<file path="config.mk">
export PLATFORM = sky130hd
export DESIGN_NAME = mrx_arbiter_flat
export DESIGN_NICKNAME = d
export VERILOG_FILES = /design/src/rtl/mrx_arbiter_if.sv /design/src/rtl/mrx_arbiter.sv /design/src/flat_wrapper.sv
export SDC_FILE = /design/constraint.sdc
export NUM_CORES = 1
export LEC_CHECK = 0
export ABC_AREA = 1
export CELL_PAD_IN_SITES_DETAIL_PLACEMENT = 0
export CELL_PAD_IN_SITES_GLOBAL_PLACEMENT = 1
export CORE_AREA = 2 2 208 210
export CTS_CLUSTER_SIZE = 40
export DETAILED_ROUTE_END_ITERATION = 12
export DIE_AREA = 0 0 210 212
export MAX_ROUTING_LAYER = met4
export PLACE_DENSITY_LB_ADDON = 0.1
export SKIP_CTS_REPAIR_TIMING = 1
export SYNTH_ARGS = -nofsm -noshare
export SYNTH_HDL_FRONTEND = slang
export SYNTH_SLANG_ARGS = --single-unit
</file>
<file path="constraint.sdc">
create_clock -name clk -period 2 [get_ports clk]
set_input_delay 0.4 -clock clk [delete_from_list [all_inputs] [get_ports clk]]
set_output_delay 0.4 -clock clk [all_outputs]
set_load 0.005 [all_outputs]
</file>
<file path="src/rtl/mrx_arbiter_if.sv">
// -----------------------------------------------------------------------------
// mrx_arbiter_if
// Bundle of the packet-side signals of mrx_arbiter: N receive channels
// (access/packet in, wait out) and one downstream emesh sink (access/packet
// out, wait in).
//   in_access  [N]     per-channel packet valid
//   in_packet  [N*PW]  per-channel packet, channel i = [i*PW +: PW]
//   in_wait    [N]     per-channel pushback, 1 = hold packet
//   access_out         output packet valid
//   packet_out [PW]    output packet
//   wait_in            downstream pushback
// Modports: slave = arbiter view, master = channels + sink view.
// -----------------------------------------------------------------------------
interface mrx_arbiter_if #(
    parameter int N  = 4,
    parameter int PW = 104
);
    logic [N-1:0]    in_access;
    logic [N*PW-1:0] in_packet;
    logic [N-1:0]    in_wait;
    logic            access_out;
    logic [PW-1:0]   packet_out;
    logic            wait_in;

    modport slave (
        input  in_access, in_packet, wait_in,
        output in_wait, access_out, packet_out
    );

    modport master (
        output in_access, in_packet, wait_in,
        input  in_wait, access_out, packet_out
    );
endinterface

</file>
<file path="src/rtl/mrx_arbiter.sv">
// -----------------------------------------------------------------------------
// mrx_arbiter
// Round-robin arbiter sharing one emesh packet sink among N MIO receive
// channels, with a registered output stage.
// Ports:
//   clk    core clock, rising edge
//   reset  synchronous, active-high
//   bus    mrx_arbiter_if.slave (channel access/packet/wait, sink
//          access_out/packet_out/wait_in)
// Parameters: N (2..8) channels, PW packet width, BURST (1..15) max
// consecutive grants to one channel.
// Optional feature macro: MRX_ARB_BURST_EN enables burst hold; when undefined
// the priority pointer advances past every winner and BURST is ignored.
// -----------------------------------------------------------------------------
module mrx_arbiter #(
    parameter int N     = 4,
    parameter int PW    = 104,
    parameter int BURST = 4
) (
    input  logic           clk,
    input  logic           reset,
    mrx_arbiter_if.slave   bus
);
    localparam int PTR_W = (N > 1) ? $clog2(N) : 1;

    if (N < 2 || N > 8 || BURST < 1 || BURST > 15) begin : g_param_check
        $error("mrx_arbiter: N must be 2..8 and BURST 1..15");
    end

    logic [PTR_W-1:0] r_ptr;
    logic             r_access;
    logic [PW-1:0]    r_packet;

    logic             w_load;
    logic             w_gvld;
    logic [PTR_W-1:0] w_gidx;
    logic [PTR_W-1:0] w_inc;
    logic [N-1:0]     w_gnt;
    logic [PW-1:0]    w_gpkt;

    // Output register is free, or its packet leaves this cycle.
    assign w_load = ~r_access | ~bus.wait_in;

    // Rotating search: walk offsets from farthest to nearest so the requester
    // closest to r_ptr (in wrap order) is the last one written and wins.
    always_comb begin
        w_gvld = 1'b0;
        w_gidx = '0;
        for (int off = N - 1; off >= 0; off--) begin
            if (bus.in_access[(int'(r_ptr) + off) % N]) begin
                w_gvld = 1'b1;
                w_gidx = PTR_W'((int'(r_ptr) + off) % N);
            end
        end
        if (reset || !w_load) begin
            w_gvld = 1'b0;
        end
    end

    assign w_gnt  = w_gvld ? ({{(N-1){1'b0}}, 1'b1} << w_gidx) : '0;
    assign w_gpkt = bus.in_packet[int'(w_gidx)*PW +: PW];
    assign w_inc  = (w_gidx == PTR_W'(N - 1)) ? '0 : w_gidx + 1'b1;

    // Only the granted channel is released; everyone else holds.
    assign bus.in_wait    = ~w_gnt;
    assign bus.access_out = r_access;
    assign bus.packet_out = r_packet;

    // Output stage: load on grant, empty on an idle load, hold on stall.
    always_ff @(posedge clk) begin
        if (reset) begin
            r_access <= 1'b0;
            r_packet <= '0;
        end else if (w_gvld) begin
            r_access <= 1'b1;
            r_packet <= w_gpkt;
        end else if (w_load) begin
            r_access <= 1'b0;
        end
    end

`ifdef MRX_ARB_BURST_EN
    localparam logic [3:0] BURST_L = 4'(BURST);

    logic [3:0]       r_bcnt;
    logic [PTR_W-1:0] r_last;
    logic [3:0]       w_bnew;

    // Length of the current run of grants to the same channel, including
    // this one. A completed burst clears the count so a repeat win starts a
    // fresh run.
    assign w_bnew = (w_gidx == r_last) ? r_bcnt + 4'd1 : 4'd1;

    always_ff @(posedge clk) begin
        if (reset) begin
            r_ptr  <= '0;
            r_bcnt <= '0;
            r_last <= '0;
        end else if (w_gvld) begin
            r_last <= w_gidx;
            if (w_bnew >= BURST_L) begin
                r_bcnt <= '0;
                r_ptr  <= w_inc;
            end else begin
                // Pointer parks on the winner; if it stops requesting the
                // search naturally moves on to the next channel.
                r_bcnt <= w_bnew;
                r_ptr  <= w_gidx;
            end
        end
    end
`else
    always_ff @(posedge clk) begin
        if (reset) begin
            r_ptr <= '0;
        end else if (w_gvld) begin
            r_ptr <= w_inc;
        end
    end
`endif

endmodule

</file>
<file path="src/flat_wrapper.sv">
// flat-port wrapper written by rule: the top's interface ports become plain ports
module mrx_arbiter_flat 
#(
    parameter int N     = 4,
    parameter int PW    = 104,
    parameter int BURST = 4
)
  (clk, reset, bus_in_access, bus_in_packet, bus_wait_in, bus_in_wait, bus_access_out, bus_packet_out);
  mrx_arbiter_if #(.N(N), .PW(PW)) bus_i ();
  input  logic clk;
  input  logic reset;
  input wire logic [$bits(bus_i.in_access)-1:0] bus_in_access;
  input wire logic [$bits(bus_i.in_packet)-1:0] bus_in_packet;
  input wire logic [$bits(bus_i.wait_in)-1:0] bus_wait_in;
  output wire logic [$bits(bus_i.in_wait)-1:0] bus_in_wait;
  output wire logic [$bits(bus_i.access_out)-1:0] bus_access_out;
  output wire logic [$bits(bus_i.packet_out)-1:0] bus_packet_out;
  assign bus_i.in_access = bus_in_access;
  assign bus_i.in_packet = bus_in_packet;
  assign bus_i.wait_in = bus_wait_in;
  assign bus_in_wait = bus_i.in_wait;
  assign bus_access_out = bus_i.access_out;
  assign bus_packet_out = bus_i.packet_out;
  mrx_arbiter #(.N(N), .PW(PW), .BURST(BURST)) u_core (.clk(clk), .reset(reset), .bus(bus_i));
endmodule
</file>
# Word-level counts from Yosys, hierarchy flattened
# Cells that the tools add are included.
# totals
regBits	107
in_bits	423
out_inout_bits	109
elab_cells	52
# classes
addsub	4
n_mul	1
order_cmp	4
n_eq_ne	1
n_shift	2
n_mux	24
n_bitwise	7
n_reduce_logical	6
# ops
cell	count
$shiftx A416 B32 Y104	1
$mux W1	14
$lt A3 B4 Y1 const B	3
$mux W2	5
$bmux W1 S2	4
$mul A2 B4 Y6 const B	1
$reduce_or A2 Y1	3
$add A2 B1 Y2 const B	2
$add A2 B2 Y2 const B	2
$mux W4	1
$not A4 Y4	1
$shl A1 B2 Y4 const A	1
$and A1 B1 Y1 const A	3
$lt A2 B3 Y1 const B	1
$eq A2 B2 Y1 const B	1
$not A1 Y1	2
$reduce_bool A2 Y1	1
$logic_not A1 Y1	1
$logic_or A1 B1 Y1	1
$or A1 B1 Y1	1

# Longest topological paths before layout
# Gate-level depths: netlist (run 1).
# depth
ltp_word	13
ltp_mapped	15

# Least setup slack after synthesis (run 1)
# OpenSTA, ideal clock, no wires.
# synth_path
kind	in2out
from	input bus_in_access[3]
to	output bus_in_wait[3]
arrival_ns	1.658
path_slack_ns	-0.058
path_stages	11
n_path_buf	2
cell_sequence	inv_1 > o21ai_0 > nand2_1 > nand3_2 > nand2_1 > nand2_1 > nand2_1 > buf_4 > buf_2 > ha_1 > nand2_1
# synth_between
elab_chain_len	10
# synth_lines
item	line	source
start: declaration	flat_wrapper.sv:12	input wire logic [$bits(bus_i.in_access)-1:0] bus_in_access;
$bmux W1 S2	mrx_arbiter.sv:50	if (bus.in_access[(int'(r_ptr) + off) % N]) begin
$mux W1 (not written as such) (2 in a row)	mrx_arbiter.sv:50	
$mux W2 / $mux W1 (equally long branches) (4 in a row)	mrx_arbiter.sv:50	
$shl A1 B2 Y4 / $mux W1 (equally long branches)	mrx_arbiter.sv:60, mrx_arbiter.sv:55	
$mux W4 (*)	mrx_arbiter.sv:60	assign w_gnt = w_gvld ? ({{(N-1){1'b0}}, 1'b1} << w_gidx) : '0;
$not A4 Y4 (*)	mrx_arbiter.sv:65	assign bus.in_wait = ~w_gnt;
end: declaration	flat_wrapper.sv:15	output wire logic [$bits(bus_i.in_wait)-1:0] bus_in_wait;
# Every way passes the cells marked *; elsewhere a longest branch is shown, timed or not. The select of a mux whose other input is x is not followed.

# Final worst setup path (run 1)
# layout_path
from	register u_core.r_ptr[0]
to	output bus_in_wait[3]
# layout_between
elab_chain_len	11
# layout_lines
item	line	source
start: declaration	mrx_arbiter.sv:30	logic [PTR_W-1:0] r_ptr;
start signal: assignment	mrx_arbiter.sv:117	r_ptr <= w_inc;
$add A2 B2 Y2	mrx_arbiter.sv:50, mrx_arbiter.sv:52	
$bmux W1 S2	mrx_arbiter.sv:50	
$mux W1 (not written as such) (2 in a row)	mrx_arbiter.sv:50	
$mux W2 / $mux W1 (equally long branches) (4 in a row)	mrx_arbiter.sv:50	
$shl A1 B2 Y4 / $mux W1 (equally long branches)	mrx_arbiter.sv:60, mrx_arbiter.sv:55	
$mux W4 (*)	mrx_arbiter.sv:60	
$not A4 Y4 (*)	mrx_arbiter.sv:65	
# Marks and branches as above.

==> flow_summary_export.csv, run 1 <==
group,metric,value,unit
setup_path,path_buf_inv,3,
power_and_ir_drop,p_sw,7300,uW
min_path,hold_class,"reg2reg",
placement,dp_hpwl,31.9,mm
floorplan,num_io_pins,532,
finish,final_nets,2158,
synth,netlist_area,0.00741,mm^2
timing,fin_ws,-0.354,ns
global_routing,overflow,0,
power_and_ir_drop,leakage,0.00626,uW
clocking,ctsRootBufferMaster,"clkbuf_16",
clocking,cts-htree-levels,3,
finish,final_area,0.0148,mm^2
timing,tightest_slew,0.452,ns
clocking,clk_pin_slew,0.08,ns
setup_path,worst_path_largest_cell_delay,0.37,ns
setup_path,slowest_stage,"dfxtp_4",
placement,io_buffers,531,
floorplan,rows,76,
synth,syn_inst,1236,
setup_path,path_delay_family,"compound AO/OA/AOI/OAI gates",
synth,synth_area_leaders,"nand3_1, dfxtp_1, nand2_1",
drt,routedWlPerCell,21.5,um
finish,finalNonFillerCells,2292,
timing,period_needed,2.35,ns
setup_path,path_cells,"clkbuf_16 -> o21ai_4 -> nand2_2 -> buf_6 -> o211ai_4 -> ha_2 -> nand2_2 -> buf_6",
synth,synth_top_area_cell,"nand3_1",
floorplan,core-area,0.0425,mm^2
setup_path,critPathMaxFanout,6,
finish,layout-drive-gt1-share,0.0898,
setup_path,critPathLaunchType,"flop",
placement,post-place-cells,2237,
global_routing,gr-usage-all-layers,0.194,
finish,final_common_cell,"nand3_1",
placement,place_congestion,0.864,
synth,ys.warnings.count,0,
drt,vias,10800,
drt,drtAntennaViolNets,0,
global_routing,grt_pass1_vias,10500,
clocking,cts_tree,"built",
synth,ys_types,19,
synth,synth-seq-area-share,0.289,
setup_path,path_class,"reg2out",
setup_path,crit_path_end_kind,"primary output",
floorplan,die_h,212,um
clocking,cts_inserted_buffers,9,
flow_run,cap_violations,0,
power_and_ir_drop,power-per-cell-area,1160,mW/mm^2
drt,drt-initial-drc-count,655,
synth,avgSynthCellArea,6.00,um^2
floorplan,fp.dieW,210,um
power_and_ir_drop,report.power.total,17100,uW
power_and_ir_drop,p_int,9780,uW
placement,dpl-instance-area,0.0133,mm^2
global_routing,grt_max_degree,89,
setup_path,critPathRequiredTime,1.60,ns
synth,syn_nets,1660,
drt,drc,0,
global_routing,grt_pass1_wl,64.0,mm
power_and_ir_drop,p_comb_frac,0.677,
timing,skew,0.0110,ns
timing,period_share,1.18,
power_and_ir_drop,swShare,0.427,
drt,wirelength,49.4,mm
timing,slew_headroom,0.699,
synth,synth_top_area_frac,0.426,
clocking,clock_latency,0.37,ns
outcome,failed_checks,"setup timing",
setup_path,arrival,1.95,ns
finish,synthToLayoutAreaGrowth,99.0,%
timing,drv_slew,0,
power_and_ir_drop,ir_worst_vdd,0.000566,V
timing,rsz0062_at_grt,"yes",
power_and_ir_drop,pwr-share-seq,0.205,
power_and_ir_drop,clkPwrFrac,0.118,
timing,hold_viol,0,
finish,final_cell_mix,"nand3_1, clkdlybuf4s50_1, nand2_1",
floorplan,dieArea,0.0445,mm^2
outcome,outcome,"complete, but fails checks",
synth,yosys_register_bits,107,
timing,fmax,425,MHz
clocking,cts.sinks,107,
global_routing,grt_antenna_before_repair,7,
drt,via_per_inst,4.69,
floorplan,start_util,0.174,
timing,setup_viol,108,
clocking,cts.path.max_buffers,2,
drt,dr.pass1.iters,5,
==> through the flow <==
step	hold slack (ns)	setup WS (ns)	util	TNS [ns]
global route	0.487	-0.446	0.347	-23.39
finish	0.466	-0.354	0.347	-8.92
global placement	0.458	-0.873	0.314	-75.49
detailed placement	0.461	-0.873	0.314	-75.90
CTS	0.474	-0.874	0.321	-31.83
floorplan	0.464	0.00835	-	0
==> worst paths after layout <==
path,start,to,slack [ns],depth (start not counted)
max,u_core.r_ptr[0],bus_in_wait[3],-0.35,8
max reg2reg,u_core.r_ptr[0],u_core.bus.packet_out[36],-0.16,13
min reg2reg,u_core.bus.packet_out[9],u_core.bus.packet_out[9],0.47,2
min,u_core.bus.packet_out[9],u_core.bus.packet_out[9],0.47,2
==> cell usage after synthesis, drive strengths merged <==
library cell and number:
a21oi 2, o21ai 4, buf 92, clkbuf 34, nor2 2, nand3 633, ha 1, o211ai 1
inv 17, nand2 341, xnor2 1, dfxtp 107, nand3b 1
==> power groups by stage <==
stage               Combinational, uW  Sequential, uW  Clock (uW)
detailed placement               9530            3530           0
global route                    12600            3620        2210
finish                          11600            3500        2020
CTS                              9570            3490        2140
global placement                 9590            3500           0
floorplan                        4630            3600           0
==> state kept, by name, indices dropped and copies added (netlist names) <==
| signal | flops |
|---|---|
| u_core.r_ptr | 2 |
| u_core.bus.access_out | 1 |
| u_core.bus.packet_out | 104 |
==> final cells by class <==
class	count	area, um^2
clock inverter	2	60.1
multi-input combinational	986	4810
antenna	8	20.0
clock buffer	13	250
timing repair buffer	613	6710
fill	4598	27800
inverter	17	73.8
sequential	107	2150
tap	546	683
==> tightest hold or removal path, cell delays in order, from the launching register on <==
cell	delay [ns]
dfxtp_1	0.31
nand3_1	0.07
nand2_1	0.04
==> per-layer routing <==
metal | vias up | wire length (um) | part of all wire | track usage
li1 | 5247 | - | - | -
met1 | 5021 | 20800 | 0.42 | 0.229
met2 | 432 | 23700 | 0.48 | 0.317
met3 | 55 | 3730 | 0.076 | 0.0581
met4 | 0 | 1160 | 0.023 | 0.0633
met5 | - | 0 | 0 | -
==> logic make-up (layout without fill, tap and decap cells) <==
| group | count (synthesis) | count (layout) | share of synthesized area |
|---|---|---|---|
| simple gates | 977 | 977 | 0.603 |
| buf+inv | 143 | 645 | 0.0991 |
| flops | 107 | 107 | 0.289 |
| compound gates | 7 | 7 | 0.00574 |
| fa+ha+maj | 1 | 1 | 0.00169 |
| xor+xnor | 1 | 1 | 0.00118 |
| other cells | 0 | 8 | 0 |
Note: power is estimated with default switching activity, not from simulation.
==> inputs of run 2 (changes only) <==
Settings changed: ABC_AREA 1 to unset, CORE_AREA 2 2 208 210 to 2 2 206 208, DIE_AREA 0 0 210 212 to 0 0 208 210.
==> flow_summary_export.csv, run 2 <==
group,metric,value,unit
setup_path,slowest_stage,"or4b_4",
synth,synthTopCellsByCount,"a211oi_1, and3_1, nand2_1",
timing,period_share,1.12,
setup_path,path_cells,"nor2b_2 -> or4b_4 -> and2_4 -> clkinv_4 -> ha_4 -> nand2_2 -> buf_6",
outcome,outcome,"complete, but fails checks",
timing,period_needed,2.24,ns
power_and_ir_drop,report.power.total,10400,uW
setup_path,critPathMaxFanout,4,
floorplan,core-area,0.0415,mm^2
clocking,ctsRootBufferMaster,"clkbuf_16",
drt,via_per_inst,4.73,
global_routing,grt_pass1_wl,61.5,mm
clocking,clk_pin_slew,0.08,ns
floorplan,start_util,0.166,
synth,yosys_register_bits,107,
drt,drtAntennaViolNets,0,
global_routing,grt_antenna_before_repair,5,
drt,wirelength,43.2,mm
timing,setup_viol,98,
timing,slew_headroom,0.653,
clocking,cts-htree-levels,3,
setup_path,path_buf_inv,2,
global_routing,grt_max_degree,125,
timing,drv_slew,0,
floorplan,num_io_pins,532,
synth,ys.warnings.count,0,
placement,io_buffers,531,
timing,holdWs,0.453,ns
finish,layout-drive-gt1-share,0.0953,
setup_path,r2r_setup_slack,-0.15,ns
clocking,cts.path.max_buffers,2,
global_routing,gr-usage-all-layers,0.192,
synth,synth_area_leaders,"dfxtp_1, a211oi_1, and3_1",
power_and_ir_drop,leakage,0.00515,uW
finish,finalNonFillerCells,1908,
placement,dp_hpwl,30.2,mm
setup_path,arrival,1.84,ns
drt,vias,9029,
setup_path,critPathRequiredTime,1.60,ns
finish,synthToLayoutAreaGrowth,98.0,%
finish,final_area,0.0137,mm^2
drt,drt-initial-drc-count,456,
placement,place_congestion,0.806,
timing,rsz0062_at_grt,"yes",
finish,largest_register_ffs,104,
drt,routedWlPerCell,22.6,um
synth,netlist_area,0.00690,mm^2
synth,ys_types,29,
floorplan,rows,75,
setup_path,path_class,"reg2out",
synth,synth_top_area_frac,0.311,
synth,synth_top_area_cell,"dfxtp_1",
synth,synth-async-reset-ratio,0,
outcome,failed_checks,"setup timing",
synth,synth_edf_count,0,
floorplan,dieArea,0.0437,mm^2
synth,syn_inst,876,
global_routing,overflow,0,
power_and_ir_drop,ir_worst_vdd,0.000432,V
finish,final_nets,1784,
placement,dpl-instance-area,0.0130,mm^2
floorplan,fp.dieW,208,um
finish,final_common_cell,"clkdlybuf4s50_1",
synth,synth-seq-area-share,0.311,
drt,dr.pass1.iters,6,
clocking,cts_tree,"built",
synth,synth_top_flop_cell,"dfxtp_1",
timing,tightest_slew,0.520,ns
synth,syn_nets,1300,
global_routing,grt_pass1_vias,9378,
timing,skew,0.00500,ns
setup_path,worst_path_largest_cell_delay,0.48,ns
floorplan,die_h,210,um
drt,drc,0,
setup_path,crit_path_end_kind,"primary output",
placement,post-place-cells,1882,
flow_run,cap_violations,0,
synth,synth_most_common_cell,"a211oi_1",
finish,nFillCells,4394,
setup_path,critPathLaunchType,"flop",
power_and_ir_drop,power-per-cell-area,760,mW/mm^2
timing,fmax,446,MHz
synth,avgSynthCellArea,7.87,um^2
timing,hold_viol,0,
min_path,hold_class,"reg2reg",
setup_path,path_delay_family,"simple AND/OR/NAND/NOR gates",
clocking,clock_latency,0.38,ns
timing,fin_ws,-0.241,ns
clocking,cts_inserted_buffers,9,
finish,final_util,0.329,
clocking,cts.sinks,107,
finish,final_cell_mix,"clkdlybuf4s50_1, and3_1, a211oi_1",
==> run 2: cell types whose count changed in the layout (fill, tap and decap cells not counted), moves of 5 or more <==
| cell | change |
|---|---|
| a211oi_1 | +176 |
| inv_1 | -9 |
| nand3_1 | -595 |
| nand3_2 | -30 |
| a211oi_2 | +31 |
| o31ai_1 | +103 |
| buf_12 | -6 |
| nand2_1 | -225 |
| buf_6 | -5 |
| buf_4 | +7 |
| buf_16 | -6 |
| and3_1 | +202 |
| clkbuf_16 | -14 |
==> run 2: through the flow <==
| stage | setup TNS, ns | worst slack [ns] |
|---|---|---|
| 2_1_floorplan | -4.41 | -0.182 |
| 3_3_place_gp | -102.61 | -1.15 |
| 3_5_place_dp | -105.57 | -1.15 |
| 4_1_cts | -60.69 | -1.05 |
| 5_1_grt | -17.91 | -0.296 |
| 6_report | -7.81 | -0.241 |
==> run 2: cells by family after synthesis <==
logic type / count (synthesis) / share of synthesized area
adder cells (fa/ha/maj): 1 / 0.00181
AND/OR/NAND/NOR: 335 / 0.264
multiplexers: 1 / 0.00145
AO/OA/AOI/OAI: 316 / 0.344
buffers and inverters: 116 / 0.0773
flip-flops: 107 / 0.311
==> run 2: worst register-to-register path, cell delays in order, from the launching register on <==
cell	delay [ns]
dfxtp_4	0.38
nor2b_2	0.05
or4b_4	0.48
and2_4	0.19
clkinv_4	0.07
buf_6	0.20
buf_4	0.32
a211oi_1	0.13
o31ai_1	0.25
==> run 2: layout make-up <==
class / count / area (um^2) / share of cell area
diodes: 5 / 12.5 / 0.000916
clock buffers: 13 / 260 / 0.0191
clock inverters: 2 / 35.0 / 0.00257
inverters: 2 / 15.0 / 0.00110
multi-input cells: 653 / 4470 / 0.327
flip-flops and latches: 107 / 2150 / 0.157
well taps: 539 / 674 / 0.0494
repair buffers: 587 / 6040 / 0.442
==> run 2: routing by layer <==
metal  vias to the layer above  routed length [um]  global-route usage
li1                       4369                   -                   -
met2                       338               21500               0.328
met4                         0                 746              0.0555
met5                         -                   0                   -
met1                      4294               18300               0.222
met3                        28                2690              0.0469
==> run 2: path summary, 6_finish.rpt <==
kind,startpoint,end,depth (start not counted)
worst min-delay path,u_core.bus.packet_out[22],u_core.bus.packet_out[22],2
worst max-delay path,u_core.r_ptr[0],bus_in_wait[3],7
worst min register to register,u_core.bus.packet_out[22],u_core.bus.packet_out[22],2
worst max register to register,u_core.r_ptr[0],u_core.bus.packet_out[51],8
==> run 2: power by group <==
part,internal [uW],total (uW),switching (uW)
logic,2930,5510,2580
registers,2620,2890,263
clock network,1040,1990,951
total,6590,10400,3790
==> inputs of run 3 (changes only) <==
--- a/config.mk
+++ b/config.mk
@@ -16,2 +16,3 @@
 export SKIP_CTS_REPAIR_TIMING = 1
+export SLEW_MARGIN = 10
 export SYNTH_ARGS = -nofsm -noshare
==> constraint.sdc (replaced) <==
create_clock -name clk -period 2 [get_ports clk]
set_input_delay 0.6 -clock clk [delete_from_list [all_inputs] [get_ports clk]]
set_output_delay 0.6 -clock clk [all_outputs]
set_load 0.005 [all_outputs]
==> flow_summary_export.csv, run 3 (synthesized netlist as in run 2, its figures left out) <==
group,metric,value,unit
floorplan,fp.dieW,208,um
timing,hold_viol,0,
clocking,ctsRootBufferMaster,"clkbuf_16",
drt,routedWlPerCell,26.3,um
global_routing,grt_pass1_vias,9163,
setup_path,critPathRequiredTime,1.40,ns
timing,setup_viol,109,
timing,fin_ws,-0.578,ns
flow_run,cap_violations,0,
setup_path,r2r_end,"u_core.bus.packet_out[32]",
min_path,min-delay-start,"u_core.bus.packet_out[82]",
clocking,cts-htree-levels,3,
placement,pre_cts_slack,-1.39,ns
setup_path,path_cells,"buf_6 -> buf_6 -> nor2b_4 -> or4_4 -> and2_4 -> clkinv_4 -> buf_12 -> nand3_4 -> buf_6",
setup_path,crit_path_end_kind,"primary output",
timing,period_share,1.29,
timing,skew,0.00861,ns
placement,io_buffers,531,
drt,drt-initial-drc-count,411,
timing,fmax,388,MHz
floorplan,num_io_pins,532,
timing,rsz0062_at_grt,"yes",
setup_path,reg2reg_depth,12,
drt,drtAntennaViolNets,0,
placement,place_congestion,0.768,
floorplan,die_h,210,um
setup_path,critPathLaunchType,"input pin",
finish,final_nets,1824,
setup_path,critPathMaxFanout,3,
clocking,clk_pin_slew,0.08,ns
placement,dp_hpwl,29.6,mm
min_path,hold_path_depth,2,
finish,final_cell_mix,"clkdlybuf4s50_1, and3_1, a211oi_1",
clocking,cts.sinks,107,
timing,drv_slew,0,
drt,drc,0,
power_and_ir_drop,ir_worst_vdd,0.000391,V
clocking,cts_tree,"built",
clocking,cts_inserted_buffers,9,
setup_path,worst_path_largest_cell_delay,0.47,ns
drt,via_per_inst,4.86,
finish,synthToLayoutAreaGrowth,119,%
floorplan,rows,75,
global_routing,gr-usage-all-layers,0.191,
setup_path,r2r_setup_slack,-0.34,ns
min_path,hold_class,"reg2reg",
floorplan,core-area,0.0415,mm^2
setup_path,slowest_stage,"or4_4",
drt,dr.pass1.iters,5,
floorplan,dieArea,0.0437,mm^2
power_and_ir_drop,power-per-cell-area,807,mW/mm^2
timing,slew_headroom,0.480,
drt,vias,9478,
global_routing,overflow,0,
setup_path,arrival,1.98,ns
setup_path,critPathMostFrequentCell,"buf_6",
finish,layout-drive-gt1-share,0.154,
finish,largest_register_ffs,104,
clocking,cts.path.max_buffers,2,
timing,tightest_slew,0.781,ns
outcome,failed_checks,"setup timing",
power_and_ir_drop,report.power.total,12200,uW
power_and_ir_drop,leakage,0.00573,uW
min_path,hold_path_end,"u_core.bus.packet_out[82]",
drt,wirelength,51.3,mm
setup_path,path_class,"in2out",
global_routing,grt_pass1_wl,61.2,mm
clocking,clock_latency,0.38,ns
timing,period_needed,2.58,ns
finish,final_common_cell,"clkdlybuf4s50_1",
global_routing,grt_antenna_before_repair,7,
global_routing,grt_max_degree,105,
setup_path,reg2reg_from,"u_core.r_ptr[0]",
floorplan,start_util,0.166,
outcome,outcome,"complete, but fails checks",
run 3: changes by cell type in the layout (fill, tap and decap cells not counted), moves of 12 or more:
cell / before / now
a211oi_1: 176 / 126
a211oi_2: 31 / 64
a211oi_4: 0 / 17
buf_4: 29 / 16
buf_8: 0 / 12
clkbuf_16: 12 / 34
run 3: stage by stage:
stage | cell area (um^2) | hold slack (ns) | TNS (ns) | util | std cells
2_1_floorplan | 7100 | 0.449 | -26.47 | - | 876
3_3_place_gp | 12900 | 0.433 | -122.78 | 0.310 | 1866
3_5_place_dp | 12900 | 0.439 | -124.14 | 0.310 | 1866
4_1_cts | 13200 | 0.459 | -79.47 | 0.317 | 1882
5_1_grt | 15100 | 0.473 | -44.00 | 0.365 | 1951
6_report | 15100 | 0.454 | -37.85 | 0.365 | 1951
run 3: worst max-delay path by stage:
stage                     cells after the start        endpoint              from  slack (ns)
after detailed placement                      7  bus_in_wait[2]  bus_in_access[3]       -1.39
after floorplan                               9  bus_in_wait[3]  bus_in_access[0]       -0.58
final                                         9  bus_in_wait[1]  bus_in_access[0]       -0.58
after CTS                                     7  bus_in_wait[2]  bus_in_access[3]       -1.39
after global routing                          9  bus_in_wait[1]  bus_in_access[0]       -0.62
after global placement                        7  bus_in_wait[2]  bus_in_access[3]       -1.44
run 3: where the power goes:
group | internal, uW | leakage (uW) | switching, uW
logic | 3920 | 0.00468 | 3350
clock network | 1080 | 0.000150 | 984
registers | 2620 | 0.000893 | 257
run 3: critical path, delay by kind of cell:
family | cells | cell delay (ns)
and+or+nand+nor | 4 | 0.85
buffers and inverters | 5 | 0.51
run 3: area by class of cell:
class	count	area [um^2]
fillers	4282	26300
clock buffers	15	278
inverters	2	15.0
repair buffers	627	7100
well taps	539	674
multi-input cells	653	4870
flip-flops and latches	107	2150
diodes	7	17.5
clock inverters	1	30.0
run 3: metal layers:
metal	up-vias	share of wire	track usage
met5	-	0	-
met4	0	0.017	0.0587
met3	37	0.064	0.0527
met2	382	0.51	0.321
met1	4616	0.41	0.221
li1	4443	-	-
